**src/rtl/comm_master.sv**
```systemverilog
// UART command master: sends a 2-byte command, then collects one reply byte or a DUMP_LEN-byte dump.
// Replies are abandoned after TIMEOUT_CYC idle cycles; received bytes are acknowledged in the same cycle they are seen.
module comm_master #(
    parameter int DUMP_LEN    = 384,
    parameter int TIMEOUT_CYC = 1048576
) (
    input  logic        clk,
    input  logic        rst_n,
    input  logic [15:0] cmd,
    input  logic        snd_cmd,
    output logic [7:0]  tx_data,
    output logic        trmt,
    input  logic        tx_done,
    input  logic [7:0]  rx_data,
    input  logic        rx_rdy,
    output logic        clr_rx_rdy,
    output logic [7:0]  resp,
    output logic        resp_rdy,
    output logic        busy,
    output logic        cmd_cmplt,
    output logic        timeout_err,
    output logic [8:0]  byte_cnt
);

    localparam int TW = (TIMEOUT_CYC > 2) ? $clog2(TIMEOUT_CYC) : 1;
    localparam logic [TW-1:0] TMR_LAST = TW'(TIMEOUT_CYC - 1);
    localparam logic [8:0]    CNT_LAST = 9'(DUMP_LEN);

    localparam logic [2:0] IDLE      = 3'd0;
    localparam logic [2:0] TX_HI     = 3'd1;
    localparam logic [2:0] TX_LO     = 3'd2;
    localparam logic [2:0] WAIT_RESP = 3'd3;
    localparam logic [2:0] DUMP      = 3'd4;

    logic [2:0]    state_q, state_d;
    logic [15:0]   cmd_q, cmd_d;
    logic [7:0]    tx_data_q, tx_data_d;
    logic          trmt_q, trmt_d;
    logic [7:0]    resp_q, resp_d;
    logic          resp_rdy_q, resp_rdy_d;
    logic          cmd_cmplt_q, cmd_cmplt_d;
    logic          timeout_err_q, timeout_err_d;
    logic [8:0]    byte_cnt_q, byte_cnt_d;
    logic [TW-1:0] tmr_q, tmr_d;

    always_comb begin
        state_d       = state_q;
        cmd_d         = cmd_q;
        tx_data_d     = tx_data_q;
        trmt_d        = 1'b0;
        resp_d        = resp_q;
        resp_rdy_d    = 1'b0;
        cmd_cmplt_d   = 1'b0;
        timeout_err_d = timeout_err_q;
        byte_cnt_d    = byte_cnt_q;
        tmr_d         = '0;
        case (state_q)
            IDLE: begin
                if (snd_cmd) begin
                    cmd_d         = cmd;
                    tx_data_d     = cmd[15:8];
                    trmt_d        = 1'b1;
                    timeout_err_d = 1'b0;
                    byte_cnt_d    = '0;
                    state_d       = TX_HI;
                end
            end
            TX_HI: begin
                if (tx_done) begin
                    tx_data_d = cmd_q[7:0];
                    trmt_d    = 1'b1;
                    state_d   = TX_LO;
                end
            end
            TX_LO: begin
                if (tx_done) begin
                    state_d = (cmd_q[15:14] == 2'b10) ? DUMP : WAIT_RESP;
                end
            end
            WAIT_RESP, DUMP: begin
                // A byte arriving in the expiry cycle still counts and wins over the timeout.
                if (rx_rdy) begin
                    resp_d     = rx_data;
                    resp_rdy_d = 1'b1;
                    if (byte_cnt_q != CNT_LAST) begin
                        byte_cnt_d = byte_cnt_q + 9'd1;
                    end
                    if ((state_q == WAIT_RESP) ||
                        ((byte_cnt_q == 9'd0) && (rx_data == 8'hEE)) ||
                        ((byte_cnt_q + 9'd1) >= CNT_LAST)) begin
                        cmd_cmplt_d = 1'b1;
                        state_d     = IDLE;
                    end
                end else if (tmr_q == TMR_LAST) begin
                    timeout_err_d = 1'b1;
                    cmd_cmplt_d   = 1'b1;
                    state_d       = IDLE;
                end else begin
                    tmr_d = tmr_q + 1'b1;
                end
            end
            default: state_d = IDLE;
        endcase
    end

    always_ff @(posedge clk or negedge rst_n) begin
        if (!rst_n) begin
            state_q       <= IDLE;
            cmd_q         <= '0;
            tx_data_q     <= '0;
            trmt_q        <= 1'b0;
            resp_q        <= '0;
            resp_rdy_q    <= 1'b0;
            cmd_cmplt_q   <= 1'b0;
            timeout_err_q <= 1'b0;
            byte_cnt_q    <= '0;
            tmr_q         <= '0;
        end else begin
            state_q       <= state_d;
            cmd_q         <= cmd_d;
            tx_data_q     <= tx_data_d;
            trmt_q        <= trmt_d;
            resp_q        <= resp_d;
            resp_rdy_q    <= resp_rdy_d;
            cmd_cmplt_q   <= cmd_cmplt_d;
            timeout_err_q <= timeout_err_d;
            byte_cnt_q    <= byte_cnt_d;
            tmr_q         <= tmr_d;
        end
    end

    // Every state drains the receiver; only the response states keep the byte.
    assign clr_rx_rdy  = rx_rdy & rst_n;
    assign tx_data     = tx_data_q;
    assign trmt        = trmt_q;
    assign resp        = resp_q;
    assign resp_rdy    = resp_rdy_q;
    assign busy        = (state_q != IDLE);
    assign cmd_cmplt   = cmd_cmplt_q;
    assign timeout_err = timeout_err_q;
    assign byte_cnt    = byte_cnt_q;

endmodule

```
**config.mk**
```make
export PLATFORM = sky130hd
export DESIGN_NAME = comm_master
export DESIGN_NICKNAME = d
export VERILOG_FILES = /design/src/rtl/comm_master.sv
export SDC_FILE = /design/constraint.sdc
export NUM_CORES = 1
export LEC_CHECK = 0
export BUFFER_PORTS_ARGS = -buffer_cell sky130_fd_sc_hd__buf_2
export CAP_MARGIN = 20
export CORE_MARGIN = 4
export CORE_UTILIZATION = 55
export CTS_CLUSTER_SIZE = 10
export DETAILED_ROUTE_END_ITERATION = 10
export PLACE_DENSITY = 0.89
export SLEW_MARGIN = 5
export SYNTH_ARGS = -nofsm -noshare
export SYNTH_HDL_FRONTEND = slang
export SYNTH_SLANG_ARGS = --single-unit
```
**constraint.sdc**
```tcl
create_clock -name clk -period 4.83 [get_ports clk]
set_input_delay 0.2415 -clock clk [delete_from_list [all_inputs] [get_ports clk]]
set_output_delay 0.2415 -clock clk [all_outputs]
set_load 0.01 [all_outputs]
```
Word level (Yosys, flattened, before mapping):

Index checks and enable logic that the tools add are counted.

* register bits: 68
* bits in latches: 0
* memory bits (writable): 0
* ROM bits: 0
* input bits: 29
* word-level logic and storage cells: 77
* memories: 0

* $add $sub $neg: 2
* multiply operators: 0
* div/mod/pow operators: 0
* magnitude comparators: 1
* equal/unequal tests: 17
* shifts and indexed selects: 0
* muxes and demuxes: 31
* bitwise gates (word level): 1
* reduce and logical (&&, ||, !) cells: 15

Operators with widths (count)
* two-way mux 20 bit: 3
* two-way mux 9 bit: 3
* two-way mux 3 bit: 7
* adder 20 x 1 -> 20 bit (second input constant): 1
* equality test 20 bit (second input constant): 1
* case mux 9 bit (2 select lines): 1
* two-way mux 8 bit: 2
* case mux 8 bit (2 select lines): 1
* != test 2 bit (second input constant): 7
* case mux 3 bit (4 select lines): 1
* two-way mux 1 bit: 11
* adder 9 x 1 -> 9 bit (second input constant): 1
* greater-or-equal comparator 9 bit (second input constant): 1
* zero test 9 bit: 1
* != test 9 bit (second input constant): 1
* equality test 8 bit (second input constant): 1
* AND reduction 4 bit: 2
* equality test 3 x 2 -> 1 bit (second input constant): 2
* != test 3 bit (second input constant): 2
* AND reduction 5 bit: 1
* case mux 1 bit (2 select lines): 2
* AND reduction 2 bit: 2
* nonzero test 2 bit: 2
* equality test 3 x 1 -> 1 bit (second input constant): 1
* 9 further kinds: 10

Depth between registers and ports, before layout:

* depth after elaboration: 7
* mapped depth: 8
* mapped depth without buffers: 7

Worst setup path before layout:

No wires, ideal clock.

* path kind: register -> register
* from: register byte_cnt_q[0] (netlist: byte_cnt[0])
* to: register state_q[0]
* library setup time: 0.125 ns
* data arrival time: 2.087 ns
* data required time: 4.705 ns
* path slack: 2.618 ns
* cell stages (with the launch flop): 8
* path buffers: 0
* clock period less this slack: 2.212 ns
* path through: dfrtp_1 > inv_1 > ha_1 > or4bb_1 > or4_4 > nand3_2 > o211a_4 > mux2_4

* cells in the longest elaborated chain, start to end: 6

RTL lines
* start, declared: line 43 `logic [8:0] byte_cnt_q, byte_cnt_d;`
* start signal, assigned: line 127 `byte_cnt_q <= byte_cnt_d;`
* branches (longest 3 deep; another with adder 9 x 1 -> 9 bit)
* logical OR 1 bit (*): line 89 `((byte_cnt_q == 9'd0) && (rx_data == 8'hEE)) ||`
* != test 3 bit (no source line) (*)
* AND reduction 5 bit (no source line) (*)
* end signal, assigned: line 119 `state_q <= state_d;`
* end, declared: line 35 `logic [2:0] state_q, state_d;`

Mark *: on every way between the ends.
A chain may end at the register's enable or synchronous reset.

Final worst setup path:

* from: register tmr_q[0]
* to: register state_q[2]

* cells in the longest elaborated chain, start to end: 3

RTL lines
* start, declared: line 44 `logic [TW-1:0] tmr_q, tmr_d;`
* start signal, assigned: line 128 `tmr_q <= tmr_d;`
* equality test 20 bit: line 94 `end else if (tmr_q == TMR_LAST) begin`
* != test 3 bit (no source line)
* AND reduction 5 bit (no source line)

Every way passes these cells.

==> metrics.md <==
| Metric | Value |
|---|---|
| CTS tree | `yes` |
| # Max-Cap Violations | `0` |
| Inserted Diodes | `0` |
| Cell Area, Synth | `0.002982 mm2` |
| Initial antenna violation count | `0` |
| First-pass GRT wire length | `approximately 11000 um` |
| Overflow after GRT | `0` |
| Tmin final | `between 2 and 2.5 ns` |
| Die Y | `81.63 um` |
| Worst EP arrival | `about 2.6 ns` |
| Clk pwr share | `27.1%` |
| Hold Path Class | `in -> async` |
| Iter 0 DRT Violations | `around 140` |
| Setup TNS | `0 ns` |
| Ys Warns | `0` |
| Syn avg cell area | `about 10 um2` |
| Vias | `~2300` |
| GRT Overall Usage | `between 20% and 30%` |
| Max VDD drop | `~0.34 mV` |
| Register Area | `about 0.0016 mm2` |
| Net Sw Frac | `33.90%` |
| CP Max Fanout | `18` |
| Fin nets | `386` |
| FMAX | `about 430 MHz` |
| # setup viols final | `0` |
| Clock Latency Late Sink | `approximately 0.34 ns` |
| Final slew viol count | `0` |
| Initial core utilization | `57.64%` |
| Setup Fix Bufs, Post-CTS | `0` |
| Worst Clk Skew | `approximately 0.0070 ns` |
| Slew headroom | `between 30 and 40%` |
| Total wire length | `between 6000 and 7000 um` |
| Layout Utilization | `~70%` |
| Share of layout cells above drive strength 1 | `around 28%` |
| Overall power | `approximately 1.9 mW` |
| Ranking of synthesized cells by area | `dfrtp_1, nand2_1, xor2_1` |
| Sequential Power Share | `around 41%` |
| Pre-antenna DRT Iters | `4` |
| R2r setup slk | `2.48 ns` |
| Design area | `approximately 0.0036 mm2` |
| Detail Placement HPWL | `between 4000 and 5000 um` |
| Hold_ws | `~0.058 ns` |
| Worst setup EP type | `register` |
| Internal | `~1.2 mW` |
| # rows | `26` |
| Status | `finished, final reports clean` |
| Routed Antenna Nets | `0` |
| Logic pwr share | `about a third` |
| Clk slew on worst S/H paths | `approximately 0.07 ns` |
| Routed WL per cell | `~15 um` |
| Placement Cell Area | `approximately 0.0033 mm2` |
| Number of flops mapped to enable cells by yosys | `0` |
| Gpl congestion | `0.8520` |
| Largest net degree at the start of global routing | `64` |
| Cell count after synthesis | `292` |
| Ports | `60` |
| Final Cycle Share | `48.55%` |
| CTS buffer count | `9` |
| Cts repair resizes | `0` |
| RSZ-0062 raised after global routing | `no` |
| Layout area overhead | `19.47%` |
| R2r endpoint | `state_q[2]$_DFFE_PN0P_` |
| Post-Layout Cell Count | `429` |
| Die width | `~80 um` |
| Data required time of the worst path | `about 5.1 ns` |
| Die area | `approximately 0.0067 mm2` |
| Vias in the first global route | `approximately 2400` |
| Main synth FF type | `dfrtp_1` |
| DR DRC count | `0` |
| Synth top area share | `52.04%` |
| TritonCTS sink count | `a little over 60` |
| Post-synth ARST share | `100.0%` |
| Pleak | `1.680 nW` |
| CP Class | `reg -> reg` |
| Clock root buffer master | `clkbuf_8` |
| Area taken by multi-input logic gates | `0.001348 mm2` |
| Layout fillers | `382` |
| Placed insts | `just over 400` |
| Seq/Total Area, Yosys | `a little over half` |
| Worst R2R Start | `tmr_q[0]$_DFF_PN0_` |
| Post-synth top area cell | `dfrtp_1` |
| NetSw | `roughly 640 uW` |
| Via/cell ratio | `between 5 and 6` |
| Hold Violations, Final | `0` |
| Syn nets | `around 320` |
| Clk buf depth | `2` |
| P per Cell Area | `530.4 mW/mm2` |
| R2R depth | `6` |
| Startpoint class of the critical path | `register` |
| Synthesized flop and latch total | `62` |
| Worst Setup SP | `tmr_q[0]$_DFF_PN0_` |
| Post-synth cell types | `51` |
| Setup ws final | `2.485 ns` |
| Core area | `0.005172 mm2` |
| Worst slack at placement | `about 2.5 ns` |
| Hold Buf Count CTS | `0` |
| IO Port Bufs | `59` |
| Actual slew at the worst max-slew pin | `~1.0 ns` |
| CTS H-tree lvls | `3` |
registers in the layout (all words and copies together), names as in the netlist:
name	flops
byte_cnt	9
cmd_cmplt	1
cmd_q	10
resp	8
resp_rdy	1
state_q	3
timeout_err	1
tmr_q	20
trmt	1
tx_data	8
routing by layer:
metal  GRT usage (%)  up-vias  share of wire (%)
met5               0        -                  0
met4           6.977        0                1.5
met3           7.785       10                5.0
met2           34.77       58                 51
met1           25.40     1129                 43
li1                -     1125                  -
worst max-delay path, cell delays in order (launching register included):
cell     delay (ns)
dfrtp_1        0.40
ha_1           0.22
nand4_1        0.17
nor4_2         0.42
a31o_2         0.48
o211a_4        0.25
mux2_4         0.29
power groups by stage:
stage / clock [mW] / sequential (mW) / combinational [mW]
after floorplan: 0 / 0.783 / 0.410
after global placement: 0 / 0.766 / 0.586
after detailed placement: 0 / 0.775 / 0.613
after CTS: 0.524 / 0.767 / 0.616
after global routing: 0.547 / 0.787 / 0.681
final: 0.512 / 0.770 / 0.608
kinds of logic after synthesis:
| family | after synthesis | share of synthesized area, % |
|---|---|---|
| AOI/OAI and AO/OA | 25 | 5.749 |
| xor gates and xnor gates | 23 | 6.756 |
| adders and majority gates | 3 | 1.259 |
| buffers and inverters | 21 | 2.937 |
| DFF | 62 | 52.04 |
| muxes | 22 | 8.225 |
| and+or+nand+nor | 136 | 23.04 |
cell usage in the layout, fill, tap and decap left out, types with 3 or more instances in the layout:
cell,count
buf_2,59
clkbuf_8,10
dfrtp_1,62
ha_1,3
inv_1,10
mux2_2,10
mux2i_1,8
nand2_1,43
nand3_1,18
nand4_1,7
nor2_1,34
nor3_1,6
o21ai_0,9
o21ai_1,3
or4_4,3
xnor2_1,8
xor2_1,15
area by class of cell:
class	count	area share, %
sequential	62	43.55
multi-input combinational	209	37.83
timing repair buffer	61	8.711
clock buffer	11	3.969
tap	70	2.459
clock inverter	5	2.318
inverter	11	1.159
worst max path at each step:
stage                             end  slack [ns]  cells past startpoint
2_1_floorplan  state_q[0]$_DFFE_PN0P_        2.62                      7
3_3_place_gp   state_q[2]$_DFFE_PN0P_        2.61                      6
3_5_place_dp   state_q[0]$_DFFE_PN0P_        2.52                      6
4_1_cts        state_q[2]$_DFFE_PN0P_        2.50                      6
5_1_grt        tx_data[5]$_DFFE_PN0P_        2.31                      5
6_report       state_q[2]$_DFFE_PN0P_        2.48                      6
Yosys cell counts, drive strengths merged (2+ instances only):
master  count
dfrtp      62
nand2      44
nor2       34
nand3      19
xor2       15
mux2       14
o21ai      13
inv        11
mux2i       8
xnor2       8
nand4       7
buf         6
nor3        6
or4         5
clkbuf      4
ha          3
nor3b       3
a211oi      2
a21oi       2
a31oi       2
and2        2
and3        2
nand3b      2
nand4b      2
nor4        2
o211a       2
Power figures use the tool's default switching activity.
